$ cat src/rtl/race_light_sequencer.sv
// race_light_sequencer
//   Multi-lane race start-light controller. Runs a red -> yellow -> green
//   countdown with per-phase durations, flags lanes that launch before green,
//   and records each lane's first launch during green as the green-cycle
//   index (reaction time in clock cycles).
//
// Ports:
//   clk          system clock, rising edge
//   reset        synchronous, active-high reset
//   start        begins a sequence (sampled only in IDLE, ignored with abort)
//   abort        cancels a running sequence
//   lane_go      per-lane launch sensors, bit i = lane i
//   red/yellow/green  light tree, exactly one high at any time
//   busy         high while RED, YELLOW or GREEN
//   done         one-cycle pulse after a normal GREEN exit
//   aborted      one-cycle pulse after an abort
//   false_start  sticky per-lane false-start flags
//   react_valid  sticky per-lane reaction-captured flags
//   react_time   lane i at [i*CNT_W +: CNT_W], green-cycle index of first launch
module race_light_sequencer #(
  parameter int LANES         = 4,
  parameter int RED_CYCLES    = 3,
  parameter int YELLOW_CYCLES = 3,
  parameter int GREEN_CYCLES  = 3,
  parameter int CNT_W         = 8
) (
  input  logic                   clk,
  input  logic                   reset,
  input  logic                   start,
  input  logic                   abort,
  input  logic [LANES-1:0]       lane_go,
  output logic                   red,
  output logic                   yellow,
  output logic                   green,
  output logic                   busy,
  output logic                   done,
  output logic                   aborted,
  output logic [LANES-1:0]       false_start,
  output logic [LANES-1:0]       react_valid,
  output logic [LANES*CNT_W-1:0] react_time
);

  typedef enum logic [1:0] {
    S_IDLE   = 2'd0,
    S_RED    = 2'd1,
    S_YELLOW = 2'd2,
    S_GREEN  = 2'd3
  } state_t;

  localparam logic [CNT_W-1:0] RED_LAST    = CNT_W'(RED_CYCLES - 1);
  localparam logic [CNT_W-1:0] YELLOW_LAST = CNT_W'(YELLOW_CYCLES - 1);
  localparam logic [CNT_W-1:0] GREEN_LAST  = CNT_W'(GREEN_CYCLES - 1);

  state_t           state, state_nxt;
  logic [CNT_W-1:0] cnt;
  logic             start_acc;
  logic             done_nxt;
  logic             aborted_nxt;

  // State register and phase counter.
  always_ff @(posedge clk) begin
    if (reset) begin
      state   <= S_IDLE;
      cnt     <= '0;
      done    <= 1'b0;
      aborted <= 1'b0;
    end else begin
      state   <= state_nxt;
      done    <= done_nxt;
      aborted <= aborted_nxt;
      // Counter restarts at 0 on every phase entry and idles at 0.
      if (state_nxt != state || state == S_IDLE) begin
        cnt <= '0;
      end else begin
        cnt <= cnt + CNT_W'(1);
      end
    end
  end

  // Next-state decode and Moore lamp outputs.
  always_comb begin
    state_nxt   = state;
    start_acc   = 1'b0;
    done_nxt    = 1'b0;
    aborted_nxt = 1'b0;
    red         = 1'b0;
    yellow      = 1'b0;
    green       = 1'b0;
    busy        = 1'b0;
    case (state)
      S_IDLE: begin
        red = 1'b1;
        // start together with abort is refused, sequence never begins.
        if (start && !abort) begin
          state_nxt = S_RED;
          start_acc = 1'b1;
        end
      end
      S_RED: begin
        red  = 1'b1;
        busy = 1'b1;
        if (abort) begin
          state_nxt   = S_IDLE;
          aborted_nxt = 1'b1;
        end else if (cnt == RED_LAST) begin
          state_nxt = S_YELLOW;
        end
      end
      S_YELLOW: begin
        yellow = 1'b1;
        busy   = 1'b1;
        if (abort) begin
          state_nxt   = S_IDLE;
          aborted_nxt = 1'b1;
        end else if (cnt == YELLOW_LAST) begin
          state_nxt = S_GREEN;
        end
      end
      S_GREEN: begin
        green = 1'b1;
        busy  = 1'b1;
        // abort on the final green cycle still counts as a cancellation.
        if (abort) begin
          state_nxt   = S_IDLE;
          aborted_nxt = 1'b1;
        end else if (cnt == GREEN_LAST) begin
          state_nxt = S_IDLE;
          done_nxt  = 1'b1;
        end
      end
      default: begin
        state_nxt = S_IDLE;
        red       = 1'b1;
      end
    endcase
  end

  // Per-lane result capture; results survive abort and are only cleared by
  // reset or by the next accepted start.
  always_ff @(posedge clk) begin
    if (reset || start_acc) begin
      false_start <= '0;
      react_valid <= '0;
      react_time  <= '0;
    end else begin
      for (int i = 0; i < LANES; i++) begin
        if ((state == S_RED || state == S_YELLOW) && lane_go[i]) begin
          false_start[i] <= 1'b1;
        end
        if (state == S_GREEN && lane_go[i] && !react_valid[i] && !false_start[i]) begin
          react_valid[i]                  <= 1'b1;
          react_time[i*CNT_W +: CNT_W] <= cnt;
        end
      end
    end
  end

endmodule

$ cat config.mk
export PLATFORM = sky130hd
export DESIGN_NAME = race_light_sequencer
export DESIGN_NICKNAME = d
export VERILOG_FILES = /design/src/rtl/race_light_sequencer.sv
export SDC_FILE = /design/constraint.sdc
export NUM_CORES = 1
export LEC_CHECK = 0
export BUFFER_PORTS_ARGS = -buffer_cell sky130_fd_sc_hd__buf_4
export CORE_UTILIZATION = 35
export DETAILED_ROUTE_END_ITERATION = 12
export PLACE_DENSITY_LB_ADDON = 0.15
export SLEW_MARGIN = 30
export SYNTH_ARGS = -nofsm -noshare
export SYNTH_HDL_FRONTEND = slang
export SYNTH_SLANG_ARGS = --single-unit
$ cat constraint.sdc
create_clock -name clk -period 2.5 [get_ports clk]
set_clock_uncertainty 0.15 [all_clocks]
set_input_delay 0.625 -clock clk [delete_from_list [all_inputs] [get_ports clk]]
set_output_delay 0.625 -clock clk [all_outputs]
set_load 0.01 [all_outputs]
; ---- Yosys cells after proc, flatten, opt, wreduce, memory -nomap -nowiden
; Index checks and enable logic that the tools add are counted.
; Widths: inputs -> output; s select.
[word_totals]
reg_bits = 52
inputBits = 8
output_inout_bits = 46
elab_cells = 75
[op_classes]
addsub = 1
n_eq_ne = 5
muxes = 16
bitwise_logic = 2
reduce_logical = 35
[op_table]
columns = cell, n
row1 = $logic_and 1x1->1, 17
row2 = $mux 2, 7
row3 = $logic_not 1->1, 9
row4 = $add 8x1->8 const B, 1
row5 = $eq 8x2->1 const B, 1
row6 = $mux 1, 8
row7 = $pmux 2 s4, 1
row8 = $reduce_or 2->1, 3
row9 = $reduce_or 3->1, 2
row10 = $eq 2x2->1 const B, 2
row11 = $logic_or 1x1->1, 3
row12 = $eq 2x1->1 const B, 1
row13 = $logic_not 2->1, 1
row14 = $ne 2x2->1, 1
row15 = $not 1->1, 2

; ---- Logic depth before layout (Yosys ltp)
[logic_depth]
ltp_word = 7
mapped_depth = 7
ltp_nobuf = 6

; ---- Worst setup path after synthesis
; No wires, ideal clock.
[synth_path]
path_kind = reg-to-reg
start = register state[0]
end = register cnt[2]
setup_time_ps = 137
arrival_ps = 1629
t_required_ps = 2213
path_slack_ps = 584
path_stages_with_launch = 7
n_path_buf = 0
synth_period_minus_slack_ps = 1916
path_cell_list = dfxtp_1 -> inv_1 -> ha_1 -> or3b_2 -> a21o_1 -> a31oi_1 -> nor3_1
[synth_via]
elab_chain_len = 6
word_cells_on_any_way = 15
classes_between = 4 x eq/ne / 8 x mux / 3 x reduce/logical
[synth_rtl]
columns = element, line_no
row1 = start: declaration, 54  ; state_t state, state_nxt;
row2 = start signal: assignment, 68  ; state <= state_nxt;
row3 = $mux 2 (on tied branches), "126, 105, 115"
row4 = $mux 2 (on tied branches), "123, 102, 112"
row5 = $pmux 2 s4, 90  ; case (state)
row6 = $ne 2x2->1, 72  ; if (state_nxt != state || state == S_IDLE) begin
row7 = $logic_or 1x1->1 (*), 72
row8 = $reduce_or 2->1 (no line) (*), -
row9 = end signal: assignment, 75  ; cnt <= cnt + CNT_W'(1);
row10 = end: declaration, 55  ; logic [CNT_W-1:0] cnt;
; Every way passes the cells marked *; elsewhere a longest branch is shown, timed or not.
; A chain may end at the register's enable or synchronous reset.

; ---- Worst setup path in the final report
[layout_path]
start = register state[1]
end = output port red
[layout_via]
elab_chain_len = 3
word_cells_on_any_way = 4
classes_between = 1 x eq/ne / 1 x mux / 2 x reduce/logical
[layout_rtl]
columns = element, line_no
row1 = $eq 2x1->1 / $logic_not 2->1 (equally long branches), 90
row2 = $reduce_or 2->1 (no line) (*), -
row3 = $mux 1 (*), 90
row4 = end: declaration, 32  ; output logic red,
; Marks and branches as above.

==> flow_summary.toml <==
[min_path]
holdPathStages = 2
hold_class = "flop to flop"
min_from = "react_time[11]"
hold_end = "react_time[11]"

[synthesis]
yosys.area.top_type = "dfxtp_1"
synthCells = 248
synth.area.top_cells = "dfxtp_1, nand2_1, a21oi_1, nor2_1, ha_1"
synthArstFlopShare = 0
ys_ff_latch = 52
syn-num-nets = 262
synth_flop_cell = "dfxtp_1"
yosys_warnings = 0
synth.most_common_cell = "nand2_1"
syn_avg_cell_area_um2 = 8.19
syn_area_um2 = 2030
ys_top_cells_by_count = "nand2_1, dfxtp_1, a21oi_1"
synth_top_area_share = 0.513
synth_edf_count = 0
ys_seq_area_frac = 0.513
synth_cell_type_count = 31

[routing]
vias = 1775
wl_per_cell_um = 12.9
drcViolationCount = 0
wl_um = 4770
drt_first_pass_iters = 4
first_iter_violations = 112
ant_nets = 0
routed_via_density = 4.80

[sta]
final-hold-violation-count = 0
fmax_ghz = 0.423
worst_slew_pin_slew_ns = 0.399
tns_ns = 0
min_period_over_period = 0.946
setup_violations = 0
rsz0062_at_grt = "false"
final.min_clock_period_ns = 2.36
relSlewSlack = 0.734
drv_slew = 0
layout_setup_ws_ns = 0.136

[critical_path]
timing.rr.start = "state[1]"
rrSetupSlack_ns = 0.42
cp_num_buf_inv = 2
crit_chain = "inv_1 -> ha_1 -> or2_2 -> buf_4"
max_stage_delay_ns = 0.45
path_max_fanout = 7
cp.required_ns = 1.73
crit_arrival_ns = 1.59
critPathLaunchType = "flop"
r2r-end = "cnt[2]"
cp-end-kind = "output pin"
crit_slowest_cell = "dfxtp_1"
crit_type = "flop to output pin"
crit_family = "flip-flops"
r2r.worst_path.cells = 6

[global_route]
grt_usage = 0.165
overflow = 0
grt_pass1_vias = 1568
grt_pass1_wl_um = 7840
grt_max_degree = 34
grt_antenna_before_repair = 0

[finish]
fillers = 589
instances_no_fill = 370
area_delta_synth_final_pct = 27.1
antenna_cells = 0
layout-drive-gt1-share = 0.228
fin_nets = 312

[placed_design]
io_buffer_count = 53
place_ws_ns = 0.413
dp_hpwl_um = 3280
dp.cells = 363
gp_congestion = 0.789

[floorplanning]
die_y_um = 78.2
start_util = 0.367
die_w_um = 78.2
rows = 27
core-area_um2 = 5540
io_pins = 54
fp.dieArea_um2 = 6110

[outcome]
outcome = "completed"

[run]
cap_violations = 0

[clock_network]
clkSinkCount = 52
cts_tree = "built"
clk_pin_slew_ns = 0.09
cts_buffers = 5
cts_root_buf = "clkbuf_8"
postCtsSetupBuffers = 0
htreeDepth = 2
insertion_delay_ns = 0.31
clock_tree.buffer_depth = 2

[pwr]
p_per_area_nw_per_um2 = 545
peakVddDrop_uv = 248
power_w = 0.00141
total_leakage_power_nw = 1.01
how the worst max path moves through the flow:
| stage | to | cells after the start | startpoint | slack, ns |
|---|---|---|---|---|
| floorplan | cnt[2] | 6 | state[0] | 0.58 |
| global placement | cnt[2] | 6 | state[0] | 0.48 |
| detailed placement | cnt[0] | 6 | state[0] | 0.41 |
| CTS | red | 4 | state[0] | 0.09 |
| global route | red | 4 | state[1] | 0.009 |
| finish | red | 4 | state[1] | 0.14 |
layer usage:
| metal | part of all wire | up-vias | track usage |
|---|---|---|---|
| met4 | 0.012 | 0 | 0.0593 |
| met1 | 0.51 | 803 | 0.226 |
| met5 | 0 | - | 0 |
| met2 | 0.42 | 53 | 0.252 |
| li1 | - | 913 | - |
| met3 | 0.053 | 6 | 0.0395 |
worst min-delay path, stage by stage (launching register included):
cell     delay (ns)
dfxtp_1        0.32
nand2_1        0.05
a21oi_1        0.05
layout make-up:
cell class / count / area, µm² / area share
sequential: 52 / 1040 / 0.404
multi-input combinational: 179 / 910 / 0.352
timing repair buffer: 56 / 433 / 0.168
tap: 72 / 90.1 / 0.0349
clock buffer: 6 / 82.6 / 0.0320
inverter: 4 / 15.0 / 0.00582
clock inverter: 1 / 8.76 / 0.00339
repair_timing:
action	in CTS	in global routing
resized for setup	0	1
setup endpoints to repair	0	1
hold buffers	0	0
registers in the layout, indices dropped and copies added, names as in the netlist:
name and count:
react_valid 4, aborted 1, react_time 32, cnt 8, state 2, done 1, false_start 4
per-stage QoR:
step | area (µm²) | hold slack, ns | util
global route | 2580 | 0.333 | 0.466
CTS | 2580 | 0.312 | 0.466
global placement | 2490 | 0.297 | 0.449
floorplan | 2030 | 0.331 | -
detailed placement | 2490 | 0.299 | 0.449
finish | 2580 | 0.308 | 0.466
cell families after synthesis:
| logic type | Yosys count | share of synthesized area |
|---|---|---|
| xor gates and xnor gates | 6 | 0.0259 |
| AOI/OAI and AO/OA | 44 | 0.116 |
| muxes | 1 | 0.00493 |
| buffers and inverters | 17 | 0.0394 |
| DFF | 52 | 0.513 |
| adders and majority gates | 6 | 0.0370 |
| and+or+nand+nor | 122 | 0.264 |
where the power goes:
part / leakage [nW] / total [W] / switching, W / internal, W
clock network: 0.0473 / 0.000494 / 0.000272 / 0.000221
logic: 0.543 / 0.0000736 / 0.0000424 / 0.0000312
registers: 0.420 / 0.000840 / 0.00000707 / 0.000833
layout by cell type, fill, tap and decap left out, types with 2 or more instances in the layout:
cell type	n
a21o_1	2
a21oi_1	36
a31oi_1	2
and3_1	6
buf_4	55
clkbuf_8	6
dfxtp_1	51
ha_1	6
inv_1	4
nand2_1	64
nand2b_1	2
nand3_1	10
nor2_1	25
nor3_1	6
xor2_1	5
No activity file was read; power rests on OpenSTA's default activity.
